### src/rtl/chan_mux_rr.sv
// ---------------------------------------------------------------------------
// chan_mux_rr
//
// Parametrised channel multiplexer feeding a single registered output stage.
// Each cycle one of CHANNELS producer streams may be granted; its word is
// captured into the output register together with its channel index.
//
// Grant selection:
//   mode = 0  fixed select: channel s is granted when s < CHANNELS and
//             i_valid[s] is high.
//   mode = 1  round-robin: the first valid channel found when scanning
//             ptr, ptr+1, ..., CHANNELS-1, 0, ..., ptr-1 is granted, and the
//             pointer then moves to the channel after the granted one.
//
// Handshake semantics (all ports):
//   A word moves across an interface exactly on a rising clock edge where
//   valid and ready are both high. A producer holding valid may not assume
//   the word was taken until it sees ready high at that edge. The output
//   register accepts a new word whenever it is empty or being drained in the
//   same cycle (load_en = !o_valid || o_ready), so back-to-back transfers run
//   at one word per cycle. i_ready is combinational from i_valid, mode, s,
//   o_ready and internal state; o_valid/o_data/o_chan come straight from
//   flops.
//
// Parameters:
//   WIDTH     data bits per channel
//   CHANNELS  number of input channels (>= 2)
//   SEL_W     width of s / o_chan (>= clog2(CHANNELS))
//
// Ports:
//   clk      rising-edge clock
//   rst      synchronous, active-high reset
//   i_data   packed channel data, channel k at [k*WIDTH +: WIDTH]
//   i_valid  per-channel data valid
//   i_ready  per-channel accept (one-hot or zero)
//   mode     0 = fixed select, 1 = round-robin
//   s        channel index used in fixed mode
//   o_data   registered selected word
//   o_chan   source channel of o_data
//   o_valid  o_data/o_chan hold a word
//   o_par    (only with CHAN_MUX_PARITY_EN) XOR reduction of o_data,
//            registered with it
//   o_ready  consumer accepts the word
//
// Build option:
//   CHAN_MUX_PARITY_EN  when defined, adds the o_par output.
// ---------------------------------------------------------------------------
module chan_mux_rr #(
  parameter int WIDTH    = 16,
  parameter int CHANNELS = 4,
  parameter int SEL_W    = 2
) (
  input  logic                      clk,
  input  logic                      rst,
  input  logic [CHANNELS*WIDTH-1:0] i_data,
  input  logic [CHANNELS-1:0]       i_valid,
  output logic [CHANNELS-1:0]       i_ready,
  input  logic                      mode,
  input  logic [SEL_W-1:0]          s,
  output logic [WIDTH-1:0]          o_data,
  output logic [SEL_W-1:0]          o_chan,
  output logic                      o_valid,
`ifdef CHAN_MUX_PARITY_EN
  output logic                      o_par,
`endif
  input  logic                      o_ready
);

  // -------------------------------------------------------------------------
  // Elaboration-time parameter sanity
  // -------------------------------------------------------------------------
  if (CHANNELS < 2) begin : g_chk_channels
    $error("chan_mux_rr: CHANNELS must be at least 2");
  end
  if ((1 << SEL_W) < CHANNELS) begin : g_chk_sel_w
    $error("chan_mux_rr: SEL_W too narrow for CHANNELS");
  end

  // -------------------------------------------------------------------------
  // State
  // -------------------------------------------------------------------------
  logic [SEL_W-1:0] ptr;        // round-robin search start
  logic             load_en;    // output register may take a new word

  // Grant results
  logic             fix_vld;
  logic [SEL_W-1:0] fix_idx;
  logic             rr_vld;
  logic [SEL_W-1:0] rr_idx;
  logic             grant_vld;
  logic [SEL_W-1:0] grant_idx;
  logic [WIDTH-1:0] grant_data;
  logic [SEL_W-1:0] ptr_next;

  assign load_en = !o_valid || o_ready;

  // -------------------------------------------------------------------------
  // Fixed-select grant. Comparing s against every legal channel index
  // means an out-of-range s simply finds no match and never grants.
  // -------------------------------------------------------------------------
  always_comb begin
    fix_vld = 1'b0;
    fix_idx = '0;
    for (int k = 0; k < CHANNELS; k++) begin
      if (s == SEL_W'(k) && i_valid[k]) begin
        fix_vld = 1'b1;
        fix_idx = SEL_W'(k);
      end
    end
  end

  // -------------------------------------------------------------------------
  // Round-robin grant. Walk offsets 0..CHANNELS-1 from ptr with explicit
  // wrap; the first valid channel wins. ptr is always kept < CHANNELS, so a
  // single conditional subtract is enough for the modulo.
  // -------------------------------------------------------------------------
  always_comb begin
    int unsigned idx;
    rr_vld = 1'b0;
    rr_idx = '0;
    idx    = 0;
    for (int i = 0; i < CHANNELS; i++) begin
      idx = int'(ptr) + i;
      if (idx >= CHANNELS) begin
        idx = idx - CHANNELS;
      end
      if (!rr_vld && i_valid[idx]) begin
        rr_vld = 1'b1;
        rr_idx = SEL_W'(idx);
      end
    end
  end

  // -------------------------------------------------------------------------
  // Mode select and data mux
  // -------------------------------------------------------------------------
  always_comb begin
    grant_vld = mode ? rr_vld : fix_vld;
    grant_idx = mode ? rr_idx : fix_idx;
  end

  // Loop-based mux keeps the slice index bounded even when grant_idx is
  // meaningless (no grant).
  always_comb begin
    grant_data = '0;
    for (int k = 0; k < CHANNELS; k++) begin
      if (grant_idx == SEL_W'(k)) begin
        grant_data = i_data[k*WIDTH +: WIDTH];
      end
    end
  end

  // Pointer advance: channel after the granted one, wrapping to 0.
  always_comb begin
    if (grant_idx >= SEL_W'(CHANNELS - 1)) begin
      ptr_next = '0;
    end else begin
      ptr_next = grant_idx + SEL_W'(1);
    end
  end

  // -------------------------------------------------------------------------
  // Input accept. Suppressed during reset so no producer sees a transfer
  // that the reset is about to throw away.
  // -------------------------------------------------------------------------
  always_comb begin
    i_ready = '0;
    for (int k = 0; k < CHANNELS; k++) begin
      i_ready[k] = !rst && load_en && grant_vld && (grant_idx == SEL_W'(k));
    end
  end

  // -------------------------------------------------------------------------
  // Output register and round-robin pointer
  // -------------------------------------------------------------------------
  logic take;   // an input transfer happens this cycle
  assign take = load_en && grant_vld;

  always_ff @(posedge clk) begin
    if (rst) begin
      o_data  <= '0;
      o_chan  <= '0;
      o_valid <= 1'b0;
      ptr     <= '0;
    end else begin
      if (take) begin
        o_data  <= grant_data;
        o_chan  <= grant_idx;
        o_valid <= 1'b1;
        if (mode) begin
          ptr <= ptr_next;
        end
      end else if (o_valid && o_ready) begin
        // Drained with nothing to replace it: data/chan keep their value.
        o_valid <= 1'b0;
      end
    end
  end

`ifdef CHAN_MUX_PARITY_EN
  // Parity travels with the word it describes, so it only updates on load.
  always_ff @(posedge clk) begin
    if (rst) begin
      o_par <= 1'b0;
    end else if (take) begin
      o_par <= ^grant_data;
    end
  end
`endif

endmodule

### config.mk
export PLATFORM = sky130hd
export DESIGN_NAME = chan_mux_rr
export DESIGN_NICKNAME = d
export VERILOG_FILES = /design/src/rtl/chan_mux_rr.sv
export SDC_FILE = /design/constraint.sdc
export NUM_CORES = 1
export LEC_CHECK = 0
export ABC_CLOCK_PERIOD_IN_PS = 3890
export CORE_ASPECT_RATIO = 1.5
export CORE_MARGIN = 3
export CORE_UTILIZATION = 37
export DETAILED_ROUTE_END_ITERATION = 8
export PLACE_DENSITY = 0.79
export SLEW_MARGIN = 10
export SYNTH_ARGS = -nofsm -noshare
export SYNTH_HDL_FRONTEND = slang
export SYNTH_SLANG_ARGS = --single-unit
### constraint.sdc
create_clock -name clk -period 3.89 [get_ports clk]
set_clock_uncertainty 0.2 [all_clocks]
set_input_delay 0.778 -clock clk [delete_from_list [all_inputs] [get_ports clk]]
set_output_delay 0.778 -clock clk [all_outputs]
set_load 0.01 [all_outputs]
==> results of run 1 <==
-- critical path, cell delays in order --
cell	delay (ns)
clkdlybuf4s50_1	0.46
buf_4	0.17
or4_1	0.51
mux2_4	0.28
nand2_1	0.16
nor3b_1	0.08
dlygate4sd2_1	0.31
-- final cells by class --
cell class / instances / area [µm²] / share of cell area
clock buffers: 4 / 45.0 / 0.0173
multi-input cells: 124 / 973 / 0.373
flip-flops and latches: 21 / 420 / 0.161
repair buffers: 108 / 1050 / 0.401
inverters: 18 / 67.6 / 0.0259
well taps: 45 / 56.3 / 0.0216
-- kinds of logic after synthesis --
family,synth area share
buffers and inverters,0.102
DFF,0.273
and+or+nand+nor,0.0884
adders and majority gates,0.0324
AOI/OAI and AO/OA,0.454
muxes,0.0503
-- per-stage QoR --
stage	hold WS, ns	instances	TNS, ns	setup WS [ns]
after floorplan	0.315	183	0	0.477
after global placement	0.307	316	-1.76	-0.138
after detailed placement	0.315	316	-2.53	-0.187
after CTS	0.329	320	0	0.0911
after global routing	0.363	320	0	0.0755
final	0.326	320	0	0.170
-- power by group through the flow --
stage	sequential, mW	combinational, mW	clock, mW
after floorplan	0.277	0.187	0
after global placement	0.268	0.378	0
after detailed placement	0.268	0.381	0
after CTS	0.263	0.382	0.150
after global routing	0.266	0.411	0.159
final	0.263	0.381	0.147
-- layer usage --
metal | wire length (µm) | GRT usage | vias up
met4 | 45 | 0.0495 | 0
met5 | 0 | 0 | -
li1 | - | - | 881
met2 | 2940 | 0.384 | 63
met3 | 324 | 0.0381 | 5
met1 | 1990 | 0.226 | 868
-- registers in the layout, summed over array words and instances, names as in the netlist --
signal and cells:
o_data 16, ptr 2, o_chan 2, o_valid 1
-- synthesized netlist by cell type (4+ instances only) --
cell type	count	area share
a221o_1	15	0.097
a211oi_1	9	0.044
a22oi_1	16	0.078
ha_1	4	0.032
clkbuf_1	16	0.039
nor3b_1	6	0.029
a211oi_2	10	0.081
mux2i_1	4	0.026
a21oi_1	35	0.11
dfxtp_1	21	0.27
inv_1	18	0.044
-- path summary, 6_finish.rpt --
check	start	slack (ns)	endpoint	cells after the start
setup / recovery	i_valid[2]	0.17	i_ready[0]	7
hold / removal	o_data[11]	0.33	o_data[11]	2
setup reg to reg	ptr[1]	1.02	o_data[2]	10
hold reg to reg	o_data[11]	0.33	o_data[11]	2
-- placed cells by master (no fill, tap or decap), drive strengths merged, types with 6 or more instances in the layout --
cell / n
a21oi: 35
buf: 12
a221o: 15
a22oi: 16
dfxtp: 21
inv: 18
a211oi: 19
clkdlybuf4s50: 92
nor3b: 6
==> out/results.ini, run 1 <==
[clock_network]
cts_tree = built
cts_repair_resize_count = 5
cts_max_level = 1
cts_buffer_depth = 2
root_buffer = clkbuf_8
clock_latency_ns = 0.26
cts_buffers = 3
cts_hold_buf = 0
clkSlewWorstSetupHoldPaths_ns = 0.08
post_cts_buffers = 0
clock_sinks = 21

[logic_synthesis]
synth_area_um2 = 1540
ys_warn_count = 0
ys_seq_area_frac = 0.273
synthFlopType = dfxtp_1
synth_edf_count = 0
avgSynthCellArea_um2 = 8.43
synth.distinct_cells = 31
synth_cells = 183
async_flop_share = 0
ys_seq_elements = 21
postSynthNetCount = 261

[floorplan]
die_width_um = 58.7
ios = 97
die_area_um2 = 5000
rows = 28
die_h_um = 85.1
coreArea_um2 = 3990
start_util = 0.386

[sta]
min_period_ns = 3.72
hold_viol = 0
tightest_slew_ns = 0.735
fin_crit_sh = 0.956
finalSetupViolCount = 0
rsz0062_at_grt = false
slew_headroom = 0.507
maxSlewViolCount = 0
fmax_mhz = 269

[worst_setup_path]
critPathKind = in2out
cp_max_fo = 4
crit_path_start_kind = input port
cp.arrival_ns = 2.74
end_kind = output pin
worst_ep_required_time_ns = 2.91

[worst_hold_path]
min_path_type = reg2reg

[place]
dpl-instance-area_um2 = 2560
gp_congestion = 0.763
dp_hpwl_um = 3960
io_buffers = 96

[pwr]
p_int_mw = 0.533
pwr-share-comb = 0.481
peakVddDrop_mv = 0.208
p_sw_frac = 0.327
power_mw = 0.791
switchingPower_mw = 0.258
power.leakage_nw = 1.06
clkPwrFrac = 0.186
p_seq_frac = 0.333
power.density_nw_per_um2 = 303

[global_routing]
grt_usage = 0.204
grt_first_pass_wirelength_um = 7970
grt_max_degree = 33
grt_pass1_vias = 1695
overflow = 0
antenna_found_initial = 0

[drt]
routed-via-count = 1817
drc_errors = 0
wl_um = 5300
drt-vias-per-instance = 5.68
drt-initial-drc-count = 94
wl_per_cell_um = 16.6
ant_nets = 0
drt_pre_antenna_iters = 4

[cells_and_area]
drive_gt1_frac = 0.109
area_delta_synth_final_pct = 69.1
fin_nets = 354
fin_util = 0.653
design_area_um2 = 2610
fillCellCount = 355
antennaDiodeCount = 0

[status]
status = finished, final reports clean

[job]
drv_cap = 0

(Power assumes the default switching activity.)
==> run 2: changes to the inputs <==
--- a/config.mk
+++ b/config.mk
@@ -10,7 +10,9 @@
 export CORE_MARGIN = 3
 export CORE_UTILIZATION = 37
 export DETAILED_ROUTE_END_ITERATION = 8
+export GPL_ROUTABILITY_DRIVEN = 0
 export PLACE_DENSITY = 0.79
+export REMOVE_ABC_BUFFERS = 1
 export SLEW_MARGIN = 10
 export SYNTH_ARGS = -nofsm -noshare
 export SYNTH_HDL_FRONTEND = slang
==> run 2 against run 1 <==
Critical path depth grew 1. Global-route usage grew 0.49 points. Flip-flop and latch count is the same. Final cell count shrank 0.31%. Total power shrank 0.83%.
==> out/results.ini, run 2 (synthesis results as in run 1) <==
[status]
status = finished, final reports clean

[cells_and_area]
reg_top3 = o_data x16, o_chan x2, ptr x2
layout_commonest_cell = clkdlybuf4s50_1
antennaDiodeCount = 0  ; unchanged
drive_gt1_frac = 0.124  ; +0.0150
fin_nets = 353  ; -0.28%
final_cell_mix = clkdlybuf4s50_1 (91), a21oi_1 (35), dfxtp_1 (21)
area_delta_synth_final_pct = 71.0
top_register = o_data
largest_reg_flops = 16  ; unchanged

[clock_network]
cts_buffer_depth = 2  ; unchanged
clock_sinks = 21  ; unchanged
clock_latency_ns = 0.25  ; about the same
post_cts_buffers = 0  ; unchanged
cts_max_level = 1  ; unchanged
root_buffer = clkbuf_8
cts_buffers = 3  ; unchanged
cts_tree = built
clkSlewWorstSetupHoldPaths_ns = 0.08  ; about the same

[global_routing]
overflow = 0  ; unchanged
grt_usage = 0.209  ; +0.00493
grt_pass1_vias = 1777  ; +4.8%
antenna_found_initial = 0  ; unchanged
grt_max_degree = 33  ; unchanged
grt_first_pass_wirelength_um = 8440  ; +5.9%

[sta]
hold_viol = 0  ; unchanged
final.setup.worst_slack_ns = 0.151  ; -0.0186 ns
fmax_mhz = 267  ; -0.50%
slew_headroom = 0.526  ; +0.0188
finalSetupViolCount = 0  ; unchanged
holdWs_ns = 0.320  ; -0.00604 ns
setup_tns_ns = 0  ; unchanged
maxSlewViolCount = 0  ; unchanged
fin_crit_sh = 0.961  ; +0.00477
tightest_slew_ns = 0.707  ; -0.0281 ns
rsz0062_at_grt = false
min_period_ns = 3.74  ; +0.0186 ns

[worst_setup_path]
critPathKind = in2out
crit_path_start_kind = input port
cp_max_fo = 6  ; +2
cp.arrival_ns = 2.76  ; +0.02 ns
end_kind = output pin
reg2reg_slack_ns = 1.10  ; +0.08 ns
worst_ep_required_time_ns = 2.91  ; about the same

[pwr]
power.leakage_nw = 1.10  ; +3.7%
clkPwrFrac = 0.180  ; -0.006
pwr-share-comb = 0.485  ; +0.004
p_seq_frac = 0.335  ; +0.002
peakVddDrop_mv = 0.209  ; +0.23%
p_int_mw = 0.532  ; -0.17%
switchingPower_mw = 0.253  ; -2.2%
p_sw_frac = 0.322  ; -0.00447
power.density_nw_per_um2 = 297  ; -1.9%

[drt]
drt-initial-drc-count = 51  ; -46%
wl_um = 5280  ; -0.43%
wl_per_cell_um = 16.6  ; -0.12%
routed-via-count = 1807  ; -0.55%
drt_pre_antenna_iters = 4  ; unchanged
drc_errors = 0  ; unchanged
drt-vias-per-instance = 5.66  ; -0.24%
ant_nets = 0  ; unchanged

[job]
drv_cap = 0  ; unchanged

[floorplan]
start_util = 0.386  ; unchanged
die_width_um = 58.7  ; unchanged
rows = 28  ; unchanged
ios = 97  ; unchanged
die_area_um2 = 5000  ; unchanged
coreArea_um2 = 3990  ; unchanged
die_h_um = 85.1  ; unchanged

[worst_hold_path]
min_path_type = reg2reg

[place]
io_buffers = 96  ; unchanged
place_worst_setup_slack_ns = -0.179  ; +0.00855 ns
dp_hpwl_um = 3800  ; -4.1%

-- run 2: final timing paths --
path         startpoint         end  cells after the start
max          i_valid[2]  i_ready[2]                      8
min          o_data[12]  o_data[12]                      2
max reg2reg      ptr[1]  o_data[15]                      9
min reg2reg  o_data[12]  o_data[12]                      2
-- run 2: power by group through the flow --
stage               logic, mW  clock network, mW  registers, mW
floorplan               0.172                  0          0.277
global placement        0.371                  0          0.268
detailed placement      0.377                  0          0.267
CTS                     0.380              0.145          0.263
global route            0.416              0.156          0.267
finish                  0.381              0.141          0.263
-- run 2: stage by stage --
stage,power (mW),cells,cell area (µm²),util
finish,0.785,319,2640,0.660
global route,0.839,319,2640,0.660
CTS,0.788,319,2620,0.656
detailed placement,0.643,315,2550,0.639
global placement,0.639,315,2550,0.639
floorplan,0.450,163,1450,-
-- run 2: worst max-delay path, stage by stage --
cell and delay [ns]:
clkdlybuf4s50_1 0.60, mux2i_2 0.12, o21a_1 0.19, a31oi_1 0.24, buf_4 0.17, ha_1 0.17
nor3b_1 0.19, dlygate4sd2_1 0.29
-- run 2: final cells by class --
type / count / area (µm²)
Fill cell: 359 / 1360
Multi-Input combinational cell: 124 / 998
Sequential cell: 21 / 420
Clock inverter: 1 / 5.00
Timing Repair Buffer: 107 / 1050
Clock buffer: 3 / 41.3
Tap cell: 45 / 56.3
Inverter: 18 / 67.6
-- run 2: timing repair --
action,in CTS,in global routing
pin swaps,0,1
hold buffers,0,0
cloned,0,0
gates resized for setup,6,6
setup endpoints to repair,4,17
-- run 2: per-layer routing --
layer  track usage  vias up  wire, µm
li1              -      882         -
met4        0.0433        0        72
met5             0        -         0
met2         0.342       85      2620
met1         0.278      834      2080
met3        0.0472        6       508
==> run 3: changes to the inputs <==
--- a/config.mk
+++ b/config.mk
@@ -11,6 +11,7 @@
 export CORE_UTILIZATION = 37
 export DETAILED_ROUTE_END_ITERATION = 8
 export GPL_ROUTABILITY_DRIVEN = 0
+export GPL_TIMING_DRIVEN = 0
 export PLACE_DENSITY = 0.79
 export REMOVE_ABC_BUFFERS = 1
 export SLEW_MARGIN = 10
==> run 3 against run 2 <==
Hold slack gained 0.0084 ns. Die area is the same. Final cell count shrank 1.6%. Sequential power is essentially flat. Count of clock-buffer cells in the layout is the same. Critical path depth shrank 2. Final area grew 0.33%. Register-to-register slack is essentially flat. First-iteration DRC count grew 25%. Wire length grew 1.1%. Fmax shrank 0.61%. Combinational power grew 2%.
==> out/results.ini, run 3 (synthesis results as in run 1) <==
[status]
status = finished, final reports clean

[sta]
slew_headroom = 0.233  ; -0.294
hold_viol = 0  ; unchanged
finalSetupViolCount = 0  ; unchanged
final.setup.worst_slack_ns = 0.128  ; -0.0229 ns
holdWs_ns = 0.329  ; +0.00840 ns
rsz0062_at_grt = false
maxSlewViolCount = 0  ; unchanged
tightest_slew_ns = 1.15  ; +0.440 ns
setup_tns_ns = 0  ; unchanged
fin_crit_sh = 0.967  ; +0.00589
min_period_ns = 3.76  ; +0.0229 ns
fmax_mhz = 266  ; -0.61%

[pwr]
power.density_nw_per_um2 = 300  ; +1.0%
peakVddDrop_mv = 0.244  ; +17%
power.leakage_nw = 1.05  ; -5.0%

[clock_network]
clkSlewWorstSetupHoldPaths_ns = 0.08  ; about the same
clock_sinks = 21  ; unchanged
cts_buffer_depth = 2  ; unchanged
cts_buffers = 3  ; unchanged
clock_latency_ns = 0.26  ; about the same
root_buffer = clkbuf_8
cts_hold_buf = 0  ; unchanged
cts_tree = built
cts_max_level = 1  ; unchanged

[cells_and_area]
fillCellCount = 340  ; -5.3%
antennaDiodeCount = 0  ; unchanged
fin_nets = 348  ; -1.4%
instances_no_fill = 314  ; -1.6%
final_cell_mix = clkdlybuf4s50_1 (92), a21oi_1 (35), dfxtp_1 (21)
top_register = o_data
area_delta_synth_final_pct = 71.5
layout_commonest_cell = clkdlybuf4s50_1
drive_gt1_frac = 0.119  ; -0.00513
reg_top3 = o_data x16, o_chan x2, ptr x2
largest_reg_flops = 16  ; unchanged

[drt]
drt-initial-drc-count = 64  ; +25%
drt-vias-per-instance = 5.76  ; +1.6%
ant_nets = 0  ; unchanged
wl_per_cell_um = 17.0  ; +2.7%
routed-via-count = 1808  ; +0.055%
drt_pre_antenna_iters = 4  ; unchanged
wl_um = 5340  ; +1.1%
drc_errors = 0  ; unchanged

[floorplan]
coreArea_um2 = 3990  ; unchanged
start_util = 0.386  ; unchanged
ios = 97  ; unchanged
rows = 28  ; unchanged
die_h_um = 85.1  ; unchanged
die_area_um2 = 5000  ; unchanged
die_width_um = 58.7  ; unchanged

[worst_setup_path]
reg2regPathDepth = 9  ; unchanged
setup.worst_path.end = i_ready[0]
cp.arrival_ns = 2.78  ; +0.02 ns
r2r-end = o_data[13]
reg2reg_slack_ns = 1.10  ; about the same
worst_ep_required_time_ns = 2.91  ; about the same
critPathKind = in2out
end_kind = output pin
cp_max_fo = 21  ; +15
crit_start = s[1]
r2r-start = ptr[1]
crit_path_start_kind = input port

[global_routing]
grt_max_degree = 26  ; -21%
grt_pass1_vias = 1777  ; unchanged
grt_usage = 0.217  ; +0.00773
antenna_found_initial = 0  ; unchanged
overflow = 0  ; unchanged
grt_first_pass_wirelength_um = 8540  ; +1.2%

[place]
io_buffers = 96  ; unchanged
dp_hpwl_um = 3520  ; -7.5%
place_worst_setup_slack_ns = -1.02  ; -0.845 ns
placedCellCount = 304  ; -3.5%

[job]
drv_cap = 0  ; unchanged

[worst_hold_path]
min_path_type = reg2reg

==> run 3: where the power goes <==
group	internal (mW)	switching (mW)	total, mW	leakage (nW)
clock	0.0713	0.0723	0.144	0.0255
sequential	0.245	0.0177	0.262	0.174
combinational	0.217	0.172	0.389	0.847
total	0.533	0.262	0.795	1.05
==> run 3: critical path: stages <==
cell,delay (ns)
clkdlybuf4s50_1,0.53
mux4_2,0.51
mux2_4,0.39
nand2_2,0.15
nor3b_1,0.07
dlygate4sd2_1,0.34
==> run 3: how the worst min path moves through the flow <==
stage | cells past startpoint | slack [ns] | from | end
after floorplan | 2 | 0.31 | ptr[0] | ptr[0]
after global placement | 2 | 0.31 | o_data[0] | o_data[0]
after detailed placement | 2 | 0.32 | o_data[0] | o_data[0]
after CTS | 2 | 0.33 | o_data[0] | o_data[0]
after global routing | 2 | 0.34 | o_data[12] | o_data[12]
final | 2 | 0.33 | o_data[0] | o_data[0]
==> run 3: stage by stage <==
| stage | instance area [µm²] | power, mW | utilization |
|---|---|---|---|
| finish | 2650 | 0.795 | 0.663 |
| global route | 2650 | 0.841 | 0.663 |
| CTS | 2640 | 0.799 | 0.661 |
| detailed placement | 2470 | 0.633 | 0.618 |
| global placement | 2470 | 0.628 | 0.618 |
| floorplan | 1450 | 0.450 | - |
==> run 3: cell type report <==
type	instances	area [µm²]	share of cell area
well taps	45	56.3	0.0213
multi-input cells	124	1050	0.396
repair buffers	102	1010	0.381
flip-flops and latches	21	420	0.159
clock buffers	3	41.3	0.0156
inverters	18	67.6	0.0255
clock inverters	1	5.00	0.00189
==> run 3: per-layer routing <==
layer / GRT usage / wire length, µm
met5: 0 / 0
met4: 0.0577 / 83
met3: 0.0335 / 339
met2: 0.376 / 2670
met1: 0.272 / 2250
==> run 3: what timing repair did <==
action                     CTS  global route
buffers inserted             6             0
cloned                       0             0
setup endpoints to repair   19            19
pin swaps                    2             0
resized for setup           16             2
